===== config.mk =====
export PLATFORM = sky130hd
export DESIGN_NAME = multi_mode_alu
export DESIGN_NICKNAME = d
export VERILOG_FILES = /design/src/rtl/multi_mode_alu.sv
export SDC_FILE = /design/constraint.sdc
export NUM_CORES = 1
export LEC_CHECK = 0
export CAP_MARGIN = 40
export CORE_MARGIN = 2
export CORE_UTILIZATION = 45
export DETAILED_ROUTE_END_ITERATION = 16
export MAX_ROUTING_LAYER = met4
export PLACE_DENSITY = 0.72
export SLEW_MARGIN = 20
export SYNTH_ARGS = -nofsm -noshare
export SYNTH_HDL_FRONTEND = slang
export SYNTH_SLANG_ARGS = --single-unit

===== constraint.sdc =====
create_clock -name clk -period 1.15 [get_ports clk]
set_clock_uncertainty 0.2 [all_clocks]
set_input_delay 0.23 -clock clk [delete_from_list [all_inputs] [get_ports clk]]
set_output_delay 0.23 -clock clk [all_outputs]
set_load 0.02 [all_outputs]

===== src/rtl/multi_mode_alu.sv =====
// Registered four-mode 4-bit ALU: add, multiply, BCD conversion of A, and zero.
// One-cycle latency; out_valid follows in_valid and Y holds its value on idle cycles.
module multi_mode_alu (
    input  logic       clk,
    input  logic       rst_n,
    input  logic       in_valid,
    input  logic [3:0] A,
    input  logic [3:0] B,
    input  logic [1:0] Mode,
    output logic [7:0] Y,
    output logic       out_valid
);

    typedef enum logic [1:0] {
        MODE_ADD  = 2'b00,
        MODE_MUL  = 2'b01,
        MODE_BCD  = 2'b10,
        MODE_ZERO = 2'b11
    } mode_t;

    mode_t      mode;
    logic [7:0] result;
    logic       tens;
    logic [3:0] units;

    assign mode = mode_t'(Mode);

    // A is at most 15, so the tens digit is a single compare and units a single subtract
    assign tens  = (A >= 4'd10);
    assign units = tens ? (A - 4'd10) : A;

    always_comb begin
        result = '0;
        case (mode)
            MODE_ADD:  result = {4'b0, A} + {4'b0, B};
            MODE_MUL:  result = {4'b0, A} * {4'b0, B};
            MODE_BCD:  result = {3'b0, tens, units};
            MODE_ZERO: result = '0;
        endcase
    end

    always_ff @(posedge clk or negedge rst_n) begin
        if (!rst_n) begin
            Y         <= '0;
            out_valid <= 1'b0;
        end else begin
            out_valid <= in_valid;
            if (in_valid)
                Y <= result;
        end
    end

endmodule


==> impl_metrics.toml <==
[clock_tree]
cts_max_path_buffers = 2
cts_num_sinks = 9
numCtsBuffers = 3
hold_buffers = 0
root_buffer = "clkbuf_4"
clkTransAtPathRegs_ns = 0.05
h-tree-depth = 1
cts_tree = "done"
clock_latency_ns = 0.25

[drt]
wire_per_inst_um = 13.70
route.vias.total = 1055
drt-initial-drc-count = 12
drt-total-wl_um = 2767
dr.pass1.iters = 4
vias_per_cell = 5.223
postRouteAntennaNets = 0
drcViolationCount = 0

[global_routing]
grt_pass1_wl_um = 4409
global_route.usage.total_pct = 22.42
antenna_found_initial = 0
overflow = 0
grt_pass1_vias = 1054
grt_max_degree = 10

[die]
fp.dieArea_sq_um = 2623
placeableCoreArea_sq_um = 2170
start_util_pct = 46.25
die_y_um = 51.22
rows = 17
io_pins = 22
die_w_um = 51.22

[placement]
post-dp-hpwl_um = 2020
placed_area_sq_um = 1493
dp.cells = 187
place_congestion = 0.8011
preCtsSetupSlack_ns = -2.119
io_buffers = 21

[timing]
finalCriticalPeriod_ns = 2.479
period_share_pct = 215.6
fmax_ghz = 0.4034
hold_viol = 0
slew_headroom_pct = 83.50
setup_viol = 17
setup_ws_ns = -1.329
tightestPinTransition_ns = 0.2471
slew_violations = 0
rsz0062_at_grt = "true"

[logic_synthesis]
synthAdderAreaFrac_pct = 31.17
netlist.area_leader.share_pct = 22.44
ys_ff_latch = 9
syn_inst = 114
synth_area_sq_um = 1003
ys_seq_area_share_pct = 22.44
synth.mux.area_fraction_pct = 1.995
yosysWarnings = 0
synth-main-ff-cell = "dfrtp_1"
synth.area.top_cells = "dfrtp_1 (22%), ha_1 (21%), fa_1 (10%)"
synth-compound-area-share_pct = 17.08
async_reset_ff_share_pct = 100.0
synth_edf_count = 0
syn_area_per_cell_sq_um = 8.802
synth_xor_area_share_pct = 4.364
synth_top_family_by_area = "adder cells"
yosysTopAreaCell = "dfrtp_1"
synth_cell_types = 31
syn_nets = 149
synthSimpleGateAreaFrac_pct = 15.59

[finish]
syn_to_final_growth_pct = 77.31
drive_gt1_share_pct = 49.43
mostFrequentLayoutCell = "buf_4"
layout_common_cells = "buf_4 (28), buf_6 (22), inv_1 (12)"
antennaDiodeCount = 0
fin_util_pct = 82.01
nets = 210
fill_cells = 138
finalInstanceArea_sq_um = 1779
instances_no_fill = 202

[outcome]
status = "finished with violations"
violations = "setup timing"

[pwr]
vdd_drop_max_mv = 0.6856
p_total_w = 0.001419
power_density_nw_per_um2 = 797.5
power_leakage_nw = 0.8504

[worst_setup_path]
critPathMaxFanout = 2
crit_required_ns = 1.08
arrival_ns = 2.41
worstSetupPathType = "input port to flip-flop"
critPathCaptureType = "flip-flop"
critPathLaunchType = "input port"

[hold_path]
hold_path_class = "input port to asynchronous set/reset pin"

[job]
cap_violations = 0
layout make-up:
| type | count | area, sq um | area share, % |
|---|---|---|---|
| Clock buffer | 4 | 26.28 | 1.477 |
| Sequential cell | 9 | 225.2 | 12.66 |
| Multi-Input combinational cell | 88 | 893.4 | 50.21 |
| Tap cell | 28 | 35.03 | 1.969 |
| Inverter | 15 | 56.30 | 3.165 |
| Timing Repair Buffer | 58 | 543.0 | 30.52 |
stage by stage:
stage,hold WS [ns],TNS [ns]
after global placement,0.3037,-15.17
after global routing,0.08309,-8.691
after CTS,0.06914,-7.805
after detailed placement,0.3245,-15.48
after floorplan,-0.2656,-7.456
final,0.07014,-7.944
synth_stat cells (2+ instances only):
library cell,n
inv_1,14
nand2_1,10
and2_1,7
nor2b_1,3
nand3_1,2
xnor2_1,2
nor2_1,7
fa_1,5
ha_1,17
mux2i_1,2
a21o_1,2
a21oi_1,9
xor2_1,3
o22ai_1,3
o21ai_1,4
dfrtp_1,9
per-layer routing:
layer | vias up | part of all wire, % | GRT usage, %
met4 | 0 | 2.5 | 3.509
met2 | 44 | 54 | 44.59
met3 | 12 | 5.3 | 2.047
met1 | 489 | 38 | 24.31
li1 | 510 | - | -
met5 | - | 0 | -
report_power, final:
part           switching (W)  total [W]  internal [W]
clock network      0.0000931   0.000226      0.000133
registers          0.0000207   0.000370      0.000349
logic               0.000371   0.000823      0.000452
worst paths after layout:
check                      startpoint   end  slack (ns)  depth (start not counted)
max                              A[2]  Y[7]       -1.33                         11
min in group clk                 A[0]  Y[0]        0.17                          4
min                             rst_n  Y[7]        0.07                          2
max reg2reg                      Y[1]  Y[1]        0.08                          4
min reg2reg                      Y[5]  Y[5]        0.35                          2
max in group asynchronous       rst_n  Y[1]        0.55                          2
registers in the layout, summed over array words and instances, names as in the netlist:
name       flops
Y              8
out_valid      1
cells by family (layout without fill, tap and decap cells):
kind of cell | after synthesis | in the layout
multiplexers | 2 | 2
AND/OR/NAND/NOR | 32 | 32
buffers and inverters | 17 | 77
XOR/XNOR | 5 | 5
flip-flops | 9 | 9
AO/OA/AOI/OAI | 27 | 27
adder cells (fa/ha/maj) | 22 | 22
what timing repair did:
action                                  4_1_cts  5_1_grt
endpoints found under the setup margin       17       17
buffers inserted                              3        7
resized for setup                           109       17
cloned                                        1        0
pin swaps                                    20       18
critical path, cell delays in order:
cell and delay [ns]:
buf_8 0.08, nand2_8 0.04, fa_1 0.52, inv_1 0.05, fa_2 0.56, ha_1 0.26, a21oi_2 0.17, o21ai_1 0.08
a21oi_1 0.15, xor2_1 0.16, o22ai_1 0.09
Power figures use the tool's default switching activity.
